<file path="config.mk">
export PLATFORM = sky130hd
export DESIGN_NAME = dot_seq
export DESIGN_NICKNAME = d
export VERILOG_FILES = /design/src/rtl/dot_seq_pkg.sv /design/src/rtl/dot_seq_mac.sv /design/src/rtl/dot_seq.sv
export SDC_FILE = /design/constraint.sdc
export NUM_CORES = 1
export LEC_CHECK = 0
export CAP_MARGIN = 30
export CORE_MARGIN = 5
export CORE_UTILIZATION = 25
export DETAILED_ROUTE_END_ITERATION = 8
export PLACE_DENSITY_LB_ADDON = 0.08
export SLEW_MARGIN = 15
export SYNTH_ARGS = -nofsm -noshare
export SYNTH_HDL_FRONTEND = slang
export SYNTH_HIERARCHICAL = 1
export SYNTH_SLANG_ARGS = --single-unit
export TNS_END_PERCENT = 30
</file>
<file path="constraint.sdc">
create_clock -name clk -period 3.76 [get_ports clk]
set_clock_uncertainty 0.1 [all_clocks]
set_input_delay 0.376 -clock clk [delete_from_list [all_inputs] [get_ports clk]]
set_output_delay 0.376 -clock clk [all_outputs]
set_load 0.03 [all_outputs]
</file>
<file path="src/rtl/dot_seq_pkg.sv">
// Shared definitions for the dot_seq block: default operand widths and FSM state codes.
package dot_seq_pkg;

    localparam int unsigned IP_DEF = 8;
    localparam int unsigned WP_DEF = 8;
    localparam int unsigned LW_DEF = 8;

    localparam int unsigned ST_W = 2;
    typedef logic [ST_W-1:0] state_t;

    localparam state_t ST_IDLE = 2'd0;
    localparam state_t ST_ACC  = 2'd1;
    localparam state_t ST_DONE = 2'd2;

    // Accumulator width that can hold any legal job without overflow.
    function automatic int unsigned acc_width(input int unsigned ip, input int unsigned wp,
                                              input int unsigned lw);
        return ip + wp + 2 + lw;
    endfunction

endpackage

</file>
<file path="src/rtl/dot_seq_mac.sv">
// Combinational multiply-add: c = b + sign_extend(w * in), full-precision signed product.
module dot_seq_mac
    import dot_seq_pkg::*;
#(
    parameter int unsigned IP = IP_DEF,
    parameter int unsigned WP = WP_DEF,
    parameter int unsigned BP = acc_width(IP_DEF, WP_DEF, LW_DEF) - 1,
    parameter int unsigned CP = acc_width(IP_DEF, WP_DEF, LW_DEF) - 1
) (
    input  logic [IP:0] in,
    input  logic [WP:0] w,
    input  logic [BP:0] b,
    output logic [CP:0] c_c
);

    localparam int unsigned PW = IP + WP + 2;
    localparam int unsigned CW = CP + 1;

    logic signed [PW-1:0] prod_c;

    // Both factors are sign-extended to the product width so no bits are lost.
    always_comb begin
        prod_c = PW'($signed(w)) * PW'($signed(in));
        c_c    = CW'($signed(b)) + CW'(prod_c);
    end

endmodule

</file>
<file path="src/rtl/dot_seq.sv">
// Sequential signed dot product: bias plus a stream of operand/weight pairs, one pair per cycle.
module dot_seq
    import dot_seq_pkg::*;
#(
    parameter int unsigned IP = IP_DEF,
    parameter int unsigned WP = WP_DEF,
    parameter int unsigned LW = LW_DEF,
    parameter int unsigned AW = IP + WP + 2 + LW
) (
    input  logic          clk,
    input  logic          rst,
    input  logic          start_valid,
    output logic          start_ready,
    input  logic [LW-1:0] start_len,
    input  logic [AW-1:0] start_bias,
    input  logic          op_valid,
    output logic          op_ready,
    input  logic [IP:0]   op_in,
    input  logic [WP:0]   op_w,
    output logic          res_valid,
    input  logic          res_ready,
    output logic [AW-1:0] res_data,
    output logic          busy
);

    state_t        state_q, state_d;
    logic [AW-1:0] acc_q, acc_d;
    logic [LW-1:0] cnt_q, cnt_d;
    logic [AW-1:0] mac_sum_c;

    logic start_ready_q, start_ready_d;
    logic op_ready_q, op_ready_d;
    logic res_valid_q, res_valid_d;
    logic busy_q, busy_d;

    dot_seq_mac #(
        .IP (IP),
        .WP (WP),
        .BP (AW - 1),
        .CP (AW - 1)
    ) u_mac (
        .in  (op_in),
        .w   (op_w),
        .b   (acc_q),
        .c_c (mac_sum_c)
    );

    // Next state and datapath; handshake flags are decoded from the next state so they
    // leave flops and never see a *_valid input combinationally.
    always_comb begin
        state_d = state_q;
        acc_d   = acc_q;
        cnt_d   = cnt_q;

        case (state_q)
            ST_IDLE: begin
                if (start_valid) begin
                    acc_d   = start_bias;
                    cnt_d   = start_len;
                    state_d = (start_len == LW'(0)) ? ST_DONE : ST_ACC;
                end
            end
            ST_ACC: begin
                if (op_valid) begin
                    acc_d = mac_sum_c;
                    cnt_d = cnt_q - LW'(1);
                    if (cnt_q == LW'(1)) begin
                        state_d = ST_DONE;
                    end
                end
            end
            ST_DONE: begin
                if (res_ready) begin
                    state_d = ST_IDLE;
                end
            end
            default: begin
                state_d = ST_IDLE;
            end
        endcase

        start_ready_d = (state_d == ST_IDLE);
        op_ready_d    = (state_d == ST_ACC);
        res_valid_d   = (state_d == ST_DONE);
        busy_d        = (state_d != ST_IDLE);
    end

    always_ff @(posedge clk or posedge rst) begin
        if (rst) begin
            state_q       <= ST_IDLE;
            acc_q         <= '0;
            cnt_q         <= '0;
            start_ready_q <= 1'b1;
            op_ready_q    <= 1'b0;
            res_valid_q   <= 1'b0;
            busy_q        <= 1'b0;
        end else begin
            state_q       <= state_d;
            acc_q         <= acc_d;
            cnt_q         <= cnt_d;
            start_ready_q <= start_ready_d;
            op_ready_q    <= op_ready_d;
            res_valid_q   <= res_valid_d;
            busy_q        <= busy_d;
        end
    end

    assign start_ready = start_ready_q;
    assign op_ready    = op_ready_q;
    assign res_valid   = res_valid_q;
    assign busy        = busy_q;
    assign res_data    = acc_q;

endmodule

</file>
== Word-level counts from Yosys, hierarchy flattened ==
Index checks and enable logic that the tools add are counted.
Cells by class
  muxes and demuxes: 12
  equality and inequality tests: 7
  reductions and logical operators: 6
  multiply operators: 1
  add/sub/neg operators: 2
Operators with widths (number)
  2-to-1 mux 26 bit: 2
  one-hot mux 26 bit (2 select lines): 1
  adder 26 x 18 -> 26 bit: 1
  multiplier 9 x 9 -> 18 bit: 1
  2-to-1 mux 8 bit: 2
  one-hot mux 8 bit (2 select lines): 1
  2-to-1 mux 2 bit: 5
  equality test 8 x 1 -> 1 bit, second input constant: 1
  logical NOT 8 bit: 1
  subtractor 8 x 1 -> 8 bit, second input constant: 1
  one-hot mux 2 bit (3 select lines): 1
  equality test 2 x 1 -> 1 bit, second input constant: 2
  equality test 2 bit, second input constant: 2
  logical NOT 2 bit: 2
  inequality test 2 bit, second input constant: 2
  nonzero test 2 bit: 2
  AND reduction 3 bit: 1
Storage, ports and cells
  bits of input ports: 57
  register bits after elaboration: 40
  output and inout bits: 30
  word-level logic and storage cells: 35

== Logic depth before layout (Yosys ltp) ==
  depth in word-level cells: 5
  mapped depth: 22
  mapped depth without buffers: 20

== Cells and area by module ==
The synthesis kept the hierarchy.
Modules (own cells, without submodules)
  dot_seq_mac: cells each 575, area each 4870.9 sq um, times used 1, seq. area each 0.0 sq um
  dot_seq: cells each 201, area each 2024.4 sq um, times used 1, seq. area each 1002.2 sq um

== Least setup slack after synthesis ==
No wires, ideal clock.
  path kind: input-to-reg
  start point: input op_in[0]
  end point: register acc_q[23] (netlist: res_data[23])
  stages on the path: 18
  setup time: 0.129 ns
  setup slack: -1.667 ns
  required time: 3.531 ns
  data arrival time: 5.198 ns
  buffers on the path: 2
  cells stage by stage: clkbuf_1 nand2_1 fa_1 fa_1 fa_1 inv_1 fa_1 inv_1 fa_1 inv_1 ha_1 buf_2 nand3_1 or4_4 o211a_1 xnor2_1 mux2i_1 o21ai_0
On the way
  word-level cells in the longest chain between the ends: 4
Ends and longest elaborated chain
  start: declaration: RTL line dot_seq.sv:18  | input logic [IP:0] op_in,
  multiplier 9 x 9 -> 18 bit: RTL line dot_seq_mac.sv:23  | prod_c = PW'($signed(w)) * PW'($signed(in));
  adder 26 x 18 -> 26 bit: RTL line dot_seq_mac.sv:24  | c_c = CW'($signed(b)) + CW'(prod_c);
  net mac_sum_c[23]: RTL line dot_seq.sv:29  | logic [AW-1:0] mac_sum_c;
  2-to-1 mux 26 bit: RTL line dot_seq.sv:64  | if (op_valid) begin
  one-hot mux 26 bit (2 select lines): RTL line dot_seq.sv:55  | case (state_q)
  end signal: assignment: RTL line dot_seq.sv:91  | acc_q <= '0;
  end signal: assignment: RTL line dot_seq.sv:99  | acc_q <= acc_d;
  end: declaration: RTL line dot_seq.sv:27  | logic [AW-1:0] acc_q, acc_d;
The timed path passes the listed nets, and every way through them passes these cells. The select of a mux whose other input is x is not followed.
A chain may end at the register's enable or synchronous reset.

== Worst setup path after layout ==
  start point: input op_w[8]
  end point: register acc_q[23] (netlist: res_data[23])
On the way
  word-level cells in the longest chain between the ends: 4
Ends and longest elaborated chain
  start: declaration: RTL line dot_seq.sv:19  | input logic [WP:0] op_w,
  multiplier 9 x 9 -> 18 bit: RTL line dot_seq_mac.sv:23
  adder 26 x 18 -> 26 bit: RTL line dot_seq_mac.sv:24
  net mac_sum_c[23]: RTL line dot_seq.sv:29
  2-to-1 mux 26 bit: RTL line dot_seq.sv:64
  one-hot mux 26 bit (2 select lines): RTL line dot_seq.sv:55
The timed path passes the listed nets, and every way through them passes these cells. The select of a mux whose other input is x is not followed.

==> impl_results.md <==
- CP required: between 3000 and 4000 ps
- # diodes: 0
- Top cells by area, synth: fa_1 30%, dfrtp_1 14%, ha_1 12%
- Worst setup margin: -1250 ps
- Final setup viols: 21
- I/O Buffers: between 80 and 90
- Drt first pass iters: 4
- Total Routing Usage GR: a little over an eighth
- Antenna violations before repair: 0
- CTS Sinks: 40
- Vias per cell: 4.19
- Vias in the first global route: 5952
- Mean post-synth cell area: between 8 and 9 sq um
- Post-synth EDFFs: 0
- Area taken by multi-input logic gates: approximately 5700 sq um
- RSZ-0062 raised after global routing: yes
- Post-CTS Hold Buffers: 0
- Worst-path fanout max: 6
- Routed WL per cell: ~15 microns
- CTS tree: yes
- Pin count of the biggest net entering global routing: between 40 and 50
- Clock root cell: clkbuf_16
- Die X: roughly 180 microns
- Clk slew on worst S/H paths: around 70 ps
- Period utilisation layout: 133%
- Sequential cell area: between 1000 and 1500 sq um
- Failing checks: setup timing
- Gpl congestion: 0.741
- Area of the mapped netlist: roughly 7000 sq um
- # rows: 60
- Synthesis-stage register bit count: 40
- MaxCap Viol Count: 0
- Non-filler cells, final: 1314
- Die Y: about 180 microns
- Drt initial violations: around 200
- Synth-to-Final Area Change: 45.0%
- Final worst path period need: between 5000 and 6000 ps
- Final #Nets: approximately 1200
- Top cell type's share of synthesized area: roughly 30%
- Worst Setup Start Kind: primary input
- CTS H-tree lvls: 2
- Hold Violations, Final: 0
- Status: complete, but fails checks
- Final WL: 19.5 mm
- Cell count after placement: 1278
- Routed Antenna Nets: 0
- HPWL after detailed placement: approximately 16 mm
- Top Ports: between 80 and 90
- Drt drc: 0
- DR vias: about 5500
- Initial Util: approximately a quarter
- Syn Inst Count: 776
- Share of layout cells above drive strength 1: around 31%
- Yosys Warn Count: 6
- Post-synthesis cell type with the largest combined area: fa_1
- Main flop type after synthesis: dfrtp_1
- CP Data Arrival Time: about 5100 ps
- Core area: ~27000 sq um
- Worst-Skew Late Latency: roughly 300 ps
- First-pass GRT wire length: ~33 mm
- Max_slew headroom: between 40 and 50%
- Measured slew at the worst slew-check pin: about 810 ps
- Die area: roughly 31000 sq um
- Worst hold path type: in2async
- Async set-reset flop share out of synthesis: 100%
- Sequential-to-total area share from yosys stat: between 10% and 20%
- Fillers: approximately 2800
- Synth Net Count: 1002
- Total grt overflow: 0
- Slew Limit Fails: 0
- CTS Buffer Depth: 2
- Synth cell types: 59
- WS Path Type: in2reg
- Fmax: approximately 200 MHz
- CP endpoint kind: flip-flop
- Total CTS buffers: 5
==> routing by layer <==
metal / GRT usage, % / up-vias / wire, microns
met5: 0 / - / 0
met4: 1.75 / 0 / 153
met3: 1.63 / 7 / 535
met2: 22.3 / 59 / 9540
met1: 18.6 / 2638 / 9250
li1: - / 2804 / -
==> final timing paths <==
path	end	start	cells past startpoint	slack, ps
worst min register to register	res_data[1]	res_data[1]	2	420
worst max-delay path	res_data[23]	op_w[8]	19	-1250
max in group asynchronous	res_data[12]	rst	3	2720
min in group clk	res_data[1]	res_data[1]	2	420
worst max register to register	res_data[19]	res_data[8]	16	-140
worst min-delay path	busy	rst	2	320
==> layout make-up <==
type / instances / area share, %
multi-input combinational: 520 / 57.4
timing repair buffer: 220 / 19.6
sequential: 40 / 10.0
inverter: 185 / 7.00
tap: 341 / 4.27
clock buffer: 5 / 1.25
clock inverter: 3 / 0.463
==> cells in the mapped netlist, types with 3 or more instances <==
master,count
a21o_1,7
clkbuf_1,16
a31oi_1,3
inv_1,184
o21a_1,3
mux2i_1,27
nor4_1,4
a21oi_1,32
buf_2,5
xnor2_1,18
xor2_1,9
and2_1,28
fa_1,102
o22ai_1,4
o21ai_1,28
nand3_1,5
nand2b_1,4
buf_6,8
ha_1,67
dfrtp_1,39
o21ai_0,22
o31ai_1,4
nand2_1,85
o21bai_1,3
nor2_1,27
==> sequential cells by signal, summed over array words and instances (netlist names) <==
| register | count |
|---|---|
| start_ready | 1 |
| res_data | 26 |
| state_q | 2 |
| res_valid | 1 |
| op_ready | 1 |
| cnt_q | 8 |
| busy | 1 |
==> critical path, stage by stage <==
cell and delay [ps]:
buf_8 90, buf_12 120, nand2_4 50, fa_2 630
fa_2 510, fa_1 610, inv_2 70, buf_12 130
fa_1 470, inv_1 50, fa_1 490, inv_2 50
ha_4 310, nand3_4 90, or4_4 470, o211a_1 230
xnor2_1 120, mux2i_1 110, o21ai_0 80
==> metrics by stage <==
stage               utilization, %  instance area [sq um]  worst slack (ps)  TNS (ps)  hold WS (ps)
finish                        37.0                  10000             -1250    -19500           321
global route                  37.0                  10000             -1410    -24020           346
CTS                           36.1                   9760             -1340    -21480           329
floorplan                        -                   7170             -1270    -18280           344
detailed placement            33.4                   9020             -2160    -39390           412
global placement              33.3                   9000             -2200    -39830           409
==> what timing repair did <==
| action | CTS | global route |
|---|---|---|
| gates cloned | 3 | 0 |
| gates resized for setup | 171 | 44 |
| buffers inserted | 20 | 8 |
| endpoints found under the setup margin | 22 | 22 |
| pin swaps | 55 | 45 |
==> cell families (layout without fill, tap and decap cells) <==
family,count (synthesis),in the layout,synth area share (%)
compound gates,126,126,11.4
flops,40,40,14.5
fa+ha+maj,169,169,41.8
mux,28,28,4.08
simple gates,170,170,12.0
buf+inv,216,413,12.8
xor+xnor,27,27,3.43
==> cell usage in the layout (no fill, tap or decap), types with 22 or more instances in the layout <==
cell type          n
ha_4              22
inv_1            164
nand2_1           70
buf_4            121
fa_1              96
dfrtp_1           39
ha_1              45
o21ai_1           27
clkdlybuf4s50_1   68
mux2i_1           27
Power is not shown: default switching activity piles up to over one toggle a cycle in this logic, so the estimate is an artifact.
